===== src/rtl/pwm_pkg.sv =====
// Shared definitions for the PWM generator and the PWM duty meter.
//   PWM_PERIOD    : nominal PWM period in clock cycles (duty of PWM_PERIOD = 100 % high)
//   PWM_DUTY_W    : width of duty / count values; 2**PWM_DUTY_W must exceed PWM_PERIOD
//   meter_state_t : duty meter window alignment state
package pwm_pkg;

  localparam int PWM_PERIOD = 50;
  localparam int PWM_DUTY_W = 6;

  typedef enum logic {
    SEEK = 1'b0,
    LOCK = 1'b1
  } meter_state_t;

endpackage


===== src/rtl/pwm_in_sync.sv =====
// Input conditioning for the PWM duty meter: a SYNC_STAGES-deep synchronizer
// for the asynchronous PWM line followed by a one-cycle delay flop used for
// rising-edge detection.
// Ports:
//   clock  : rising-edge clock
//   reset  : synchronous, active-low reset (clears every flop)
//   pwm_in : asynchronous PWM line
//   pwm_s  : synchronized line, SYNC_STAGES cycles after pwm_in
//   rise   : one-cycle pulse on the first synchronized high sample after a low
module pwm_in_sync
  import pwm_pkg::*;
#(
  parameter int SYNC_STAGES = 2
) (
  input  logic clock,
  input  logic reset,
  input  logic pwm_in,
  output logic pwm_s,
  output logic rise
);

  logic [SYNC_STAGES-1:0] sync_q;
  logic [SYNC_STAGES-1:0] sync_d;
  logic                   pwm_d_q;
  logic                   pwm_d_d;

  always_comb begin
    sync_d  = {sync_q[SYNC_STAGES-2:0], pwm_in};
    pwm_d_d = sync_q[SYNC_STAGES-1];
  end

  always_ff @(posedge clock) begin
    if (!reset) begin
      sync_q  <= '0;
      pwm_d_q <= 1'b0;
    end else begin
      sync_q  <= sync_d;
      pwm_d_q <= pwm_d_d;
    end
  end

  assign pwm_s = sync_q[SYNC_STAGES-1];
  // The delay flop clears to 0, so a line already high out of reset still
  // yields a rise on its first synchronized high sample.
  assign rise  = pwm_s & ~pwm_d_q;

endmodule


===== src/rtl/pwm_duty_meter.sv =====
// PWM duty meter: measures the high time of an incoming PWM line, in clock
// cycles, over each PERIOD-cycle window and reports it with a one-cycle strobe.
// Windows align to rising edges while locked; without an aligned rise they
// free-run and close on a PERIOD-cycle timeout.
// Ports:
//   clock      : rising-edge clock
//   reset      : synchronous, active-low reset
//   pwm_in     : asynchronous PWM line to measure
//   duty       : high cycles in the last completed window (held between strobes)
//   duty_valid : one-cycle pulse when duty / period_err update
//   period_err : 1 when the last window closed on a rise before PERIOD cycles
//   locked     : 1 while windows are aligned to rising edges
module pwm_duty_meter
  import pwm_pkg::*;
#(
  parameter int PERIOD      = PWM_PERIOD,
  parameter int DUTY_W      = PWM_DUTY_W,
  parameter int SYNC_STAGES = 2
) (
  input  logic              clock,
  input  logic              reset,
  input  logic              pwm_in,
  output logic [DUTY_W-1:0] duty,
  output logic              duty_valid,
  output logic              period_err,
  output logic              locked
);

  localparam logic [DUTY_W-1:0] PERIOD_C = DUTY_W'(PERIOD);
  localparam logic [DUTY_W-1:0] ONE_C    = DUTY_W'(1);

  logic pwm_s;
  logic rise;

  meter_state_t      state_q,      state_d;
  logic [DUTY_W-1:0] period_cnt_q, period_cnt_d;
  logic [DUTY_W-1:0] high_cnt_q,   high_cnt_d;
  logic [DUTY_W-1:0] duty_q,       duty_d;
  logic              duty_valid_q, duty_valid_d;
  logic              period_err_q, period_err_d;
  logic [DUTY_W-1:0] pwm_s_ext;

  pwm_in_sync #(
    .SYNC_STAGES(SYNC_STAGES)
  ) u_in_sync (
    .clock (clock),
    .reset (reset),
    .pwm_in(pwm_in),
    .pwm_s (pwm_s),
    .rise  (rise)
  );

  assign pwm_s_ext = {{(DUTY_W-1){1'b0}}, pwm_s};

  // high_cnt <= period_cnt <= PERIOD holds at all times, so the counters
  // never need saturation or wrap handling.
  always_comb begin
    state_d      = state_q;
    period_cnt_d = period_cnt_q + ONE_C;
    high_cnt_d   = high_cnt_q + pwm_s_ext;
    duty_d       = duty_q;
    duty_valid_d = 1'b0;
    period_err_d = period_err_q;

    if (rise) begin
      // A rise always starts a new aligned window. Only a window that was
      // itself opened by a rise is complete enough to report.
      if (state_q == LOCK) begin
        duty_d       = high_cnt_q;
        period_err_d = (period_cnt_q != PERIOD_C);
        duty_valid_d = 1'b1;
      end
      period_cnt_d = ONE_C;
      high_cnt_d   = ONE_C;
      state_d      = LOCK;
    end else if (period_cnt_q == PERIOD_C) begin
      // Timeout: a compliant signal would have risen in this cycle, so lock
      // is lost and windows free-run. The current sample opens the next one.
      duty_d       = high_cnt_q;
      period_err_d = 1'b0;
      duty_valid_d = 1'b1;
      period_cnt_d = ONE_C;
      high_cnt_d   = pwm_s_ext;
      state_d      = SEEK;
    end
  end

  always_ff @(posedge clock) begin
    if (!reset) begin
      state_q <= SEEK;
    end else begin
      state_q <= state_d;
    end
  end

  always_ff @(posedge clock) begin
    if (!reset) begin
      period_cnt_q <= '0;
      high_cnt_q   <= '0;
      duty_q       <= '0;
      duty_valid_q <= 1'b0;
      period_err_q <= 1'b0;
    end else begin
      period_cnt_q <= period_cnt_d;
      high_cnt_q   <= high_cnt_d;
      duty_q       <= duty_d;
      duty_valid_q <= duty_valid_d;
      period_err_q <= period_err_d;
    end
  end

  assign duty       = duty_q;
  assign duty_valid = duty_valid_q;
  assign period_err = period_err_q;
  assign locked     = (state_q == LOCK);

endmodule


===== config.mk =====
export PLATFORM = sky130hd
export DESIGN_NAME = pwm_duty_meter
export DESIGN_NICKNAME = d
export VERILOG_FILES = /design/src/rtl/pwm_pkg.sv /design/src/rtl/pwm_in_sync.sv /design/src/rtl/pwm_duty_meter.sv
export SDC_FILE = /design/constraint.sdc
export NUM_CORES = 1
export LEC_CHECK = 0
export ABC_CLOCK_PERIOD_IN_PS = 1800
export BUFFER_PORTS_ARGS = -buffer_cell sky130_fd_sc_hd__buf_4
export CAP_MARGIN = 10
export CORE_ASPECT_RATIO = 1.4
export CORE_MARGIN = 2
export CORE_UTILIZATION = 40
export CTS_CLUSTER_SIZE = 16
export DETAILED_ROUTE_END_ITERATION = 6
export PLACE_DENSITY = 0.69
export SLEW_MARGIN = 25
export SYNTH_ARGS = -nofsm -noshare
export SYNTH_HDL_FRONTEND = slang
export SYNTH_HIERARCHICAL = 1
export SYNTH_SLANG_ARGS = --single-unit

===== constraint.sdc =====
create_clock -name clock -period 1.8 [get_ports clock]
set_input_delay 0.18 -clock clock [delete_from_list [all_inputs] [get_ports clock]]
set_output_delay 0.18 -clock clock [all_outputs]
set_load 0.1 [all_outputs]

==> metrics.md <==
| Metric | Value |
|---|---|
| Crit path max-delay family | compound AO/OA/AOI/OAI gates |
| Vias | between 600 and 700 |
| DR WL met2 | 788 um |
| Routed vias/inst | approximately 4.8 |
| Row count | 21 |
| Die Height | 63.2 um |
| Global-route wire length before repair | between 2000 and 3000 um |
| Net Count, Synth | approximately 110 |
| Largest area contributor in the netlist | dfxtp_1 |
| Number of global-route vias before repair | between 700 and 800 |
| Crit-path max FO | 9 |
| Mux cell area share after synthesis | approximately 6.0% |
| Routed Antenna Nets | 0 |
| Mapped cell area | between 900 and 1000 um^2 |
| Largest family of logic cells by synthesized area | simple AND/OR/NAND/NOR gates |
| Final Hold Violating Endpoints | 0 |
| Clock transition at the registers of the reported paths | 0.13 ns |
| Gpl congestion | between 0.8 and 0.9 |
| Status | finished, final reports clean |
| Post-CTS Setup Bufs | 0 |
| Root Buffer | clkbuf_4 |
| Hold Worst Slack | roughly 0.066 ns |
| Die Wd | 46.3 um |
| Cell Chain, Critical Path | inv_1, ha_1, nor4bb_1, buf_4, a211o_1, nor2_1 |
| Simple-gate area share of the yosys netlist | a little under a fifth |
| Gate power share | 6.1% |
| Sequential area share after synthesis | 48.1% |
| Drt drc | 0 |
| CP Buf/Inv Count | 2 |
| Max Cap Viol | 0 |
| RSZ-0062 raised after global routing | no |
| Crit path DAT | 1.82 ns |
| HP Class | in2reg |
| Switch share | about a fifth |
| Die area | 2920 um^2 |
| Worst Skew | roughly 0.010 ns |
| Setup ws final | between 0.2 and 0.25 ns |
| Final Setup Violations | 0 |
| CTS buffer count | 3 |
| DRT met1 WL | 706 um |
| Core area | approximately 2400 um^2 |
| Max VDD drop | roughly 440 uV |
| Fin crit period | ~1.6 ns |
| Clock buffer depth | 2 |
| DR WL met3 | roughly 30 um |
| Number of inserted diodes | 0 |
| Mapped Avg Cell Area | roughly 9.9 um^2 |
| Synth Instances | about 100 |
| Clk Latency, worst-skew pair | about 0.32 ns |
| CP max stage cell | a211o_1 |
| Tot GR Track Use | between 10% and 20% |
| Final Max Tran Viols | 0 |
| Grt total ovfl | 0 |
| Post-synthesis compound-gate area fraction | about an eighth |
| CTS tree | done |
| Hold buffer count at cts | 0 |
| Clock power share | 38.4% |
| Top cells by area, synth | dfxtp_1, nand2_1, mux2i_1, ha_1, xor2_1 |
| PortBufs | 11 |
| Slowest cell delay on critical path | 0.42 ns |
| Clock sinks | 24 |
| Distinct cell type count after synthesis | 29 |
| Post-CTS Resized | 0 |
| Crit start category | flip-flop |
| H-tree level count | 1 |
| Worst slew pin tran | around 0.37 ns |
| Slew HR | around 75% |
| Total wire length | 1560 um |
| Final net count | 120 |
| Lkg Pwr | around 0.50 nW |
| Yosys Warn Count | 6 |
| Detailed Route Iter0 Violations | 17 |
| Post-Synth XOR/XNOR Area | under 10% |
| Fin crit share | 87.0% |
| Largest net degree at the start of global routing | 20 |
| Layout area overhead | 14.5% |
| #FFs+latches synth | 24 |
| Worst setup path class | reg2reg |
| Worst setup EP type | flip-flop |
| Yosys top cell area share | 48.1% |
| Initial core utilization | 41.8% |
| Flop pwr share | about 55% |
| Max Clk Rate | 0.638 GHz |
| DR pass1 iterations | 3 |
| Layout cells sized above 1 | slightly below 20% |
| Setup TNS | 0 ns |
| Req. time, crit path | ~2.1 ns |
| Max Used Layer | met4 |
| Initial antenna violation count | 0 |
| Post-synthesis adder-cell area fraction | approximately 5% |
| Switching power total | between 200 and 250 uW |
| Drt wl/cell | 10.7 um |
| Int Pwr | 792 uW |
| Pre-CTS setup slack | 0.257 ns |
| P per Cell Area | between 800 and 900 nW/um^2 |
| HPWL after DPL | ~1100 um |
| Io pins | 12 |
-- routing by layer --
layer,track usage (%),up-vias
li1,-,360
met1,15.5,322
met2,21.7,9
met3,1.72,4
met4,7.50,0
met5,0,-
-- cells by family (layout without fill, tap and decap cells) --
| logic type | Yosys count | count (layout) |
|---|---|---|
| AOI/OAI and AO/OA | 14 | 14 |
| adders and majority gates | 4 | 4 |
| muxes | 6 | 6 |
| xor gates and xnor gates | 6 | 6 |
| buffers and inverters | 8 | 19 |
| and+or+nand+nor | 39 | 39 |
| DFF | 24 | 24 |
-- power groups by stage --
stage | combinational, mW | sequential, mW | clock [mW]
floorplan | 0.0389 | 0.575 | 0
global placement | 0.0611 | 0.564 | 0
detailed placement | 0.0613 | 0.565 | 0
CTS | 0.0617 | 0.553 | 0.400
global route | 0.0682 | 0.555 | 0.424
finish | 0.0609 | 0.553 | 0.383
-- flip-flops by register name (all words and copies together), names as in the netlist --
| signal | count |
|---|---|
| duty | 6 |
| high_cnt_q | 6 |
| period_cnt_q | 6 |
| u_in_sync/sync_q | 2 |
| duty_valid | 1 |
| locked | 1 |
| period_err | 1 |
| u_in_sync/pwm_d_q | 1 |
-- synthesized netlist by cell type --
cell,instances
mux2i_1,6
o21ai_0,2
clkbuf_8,1
a31oi_1,1
a21boi_0,1
a21oi_2,2
inv_1,3
a21oi_1,2
or3_1,2
xor2_1,4
nor2_1,8
nand3_1,4
nor3_1,1
buf_6,1
o311a_1,1
buf_4,1
a211o_1,2
o21a_1,1
a31oi_4,1
and3_2,1
dfxtp_1,24
nor4bb_1,1
and2_1,4
clkbuf_1,2
ha_1,4
xnor2_1,2
nand2_1,17
nor2b_4,1
a211o_2,1
-- metrics by stage --
stage | util [%] | instances | total power [mW] | cell area [um^2]
after floorplan | - | 101 | 0.614 | 1000
after global placement | 45.7 | 142 | 0.625 | 1090
after detailed placement | 45.7 | 142 | 0.626 | 1090
after CTS | 47.9 | 146 | 1.01 | 1140
after global routing | 47.9 | 146 | 1.05 | 1140
final | 47.9 | 146 | 0.997 | 1140
-- placed cells by master, fill, tap and decap left out --
| cell type | n |
|---|---|
| o311a_1 | 1 |
| nor3_1 | 1 |
| or3_1 | 2 |
| a31oi_1 | 1 |
| clkbuf_4 | 3 |
| o21a_1 | 1 |
| a31oi_4 | 1 |
| nor4bb_1 | 1 |
| a21oi_2 | 2 |
| and2_1 | 4 |
| dfxtp_1 | 24 |
| a211o_1 | 2 |
| o21ai_0 | 2 |
| xnor2_1 | 2 |
| mux2i_1 | 6 |
| inv_1 | 3 |
| nor2_1 | 8 |
| and3_2 | 1 |
| buf_4 | 12 |
| nand2_1 | 17 |
| a21oi_1 | 2 |
| ha_1 | 4 |
| xor2_1 | 4 |
| a21boi_0 | 1 |
| a211o_2 | 1 |
| nand3_1 | 4 |
| bufinv_16 | 1 |
| nor2b_4 | 1 |
-- layout make-up --
| class | count | area [um^2] |
|---|---|---|
| fill | 235 | 1250 |
| sequential | 24 | 480 |
| multi-input combinational | 69 | 468 |
| timing repair buffer | 12 | 90.1 |
| tap | 34 | 42.5 |
| clock inverter | 1 | 30.0 |
| clock buffer | 3 | 22.5 |
| inverter | 3 | 11.3 |
-- worst paths after layout --
kind	endpoint	depth (start not counted)	start	slack, ns
worst max register to register	high_cnt_q[4]$_SDFF_PP0_	6	period_cnt_q[0]$_SDFF_PN0_	0.23
worst max-delay path	high_cnt_q[4]$_SDFF_PP0_	6	period_cnt_q[0]$_SDFF_PN0_	0.23
worst min-delay path	u_in_sync/sync_q[0]$_SDFF_PN0_	2	pwm_in	0.07
worst min register to register	u_in_sync/sync_q[1]$_SDFF_PN0_	1	u_in_sync/sync_q[0]$_SDFF_PN0_	0.46
Note: power is estimated with default switching activity, not from simulation.
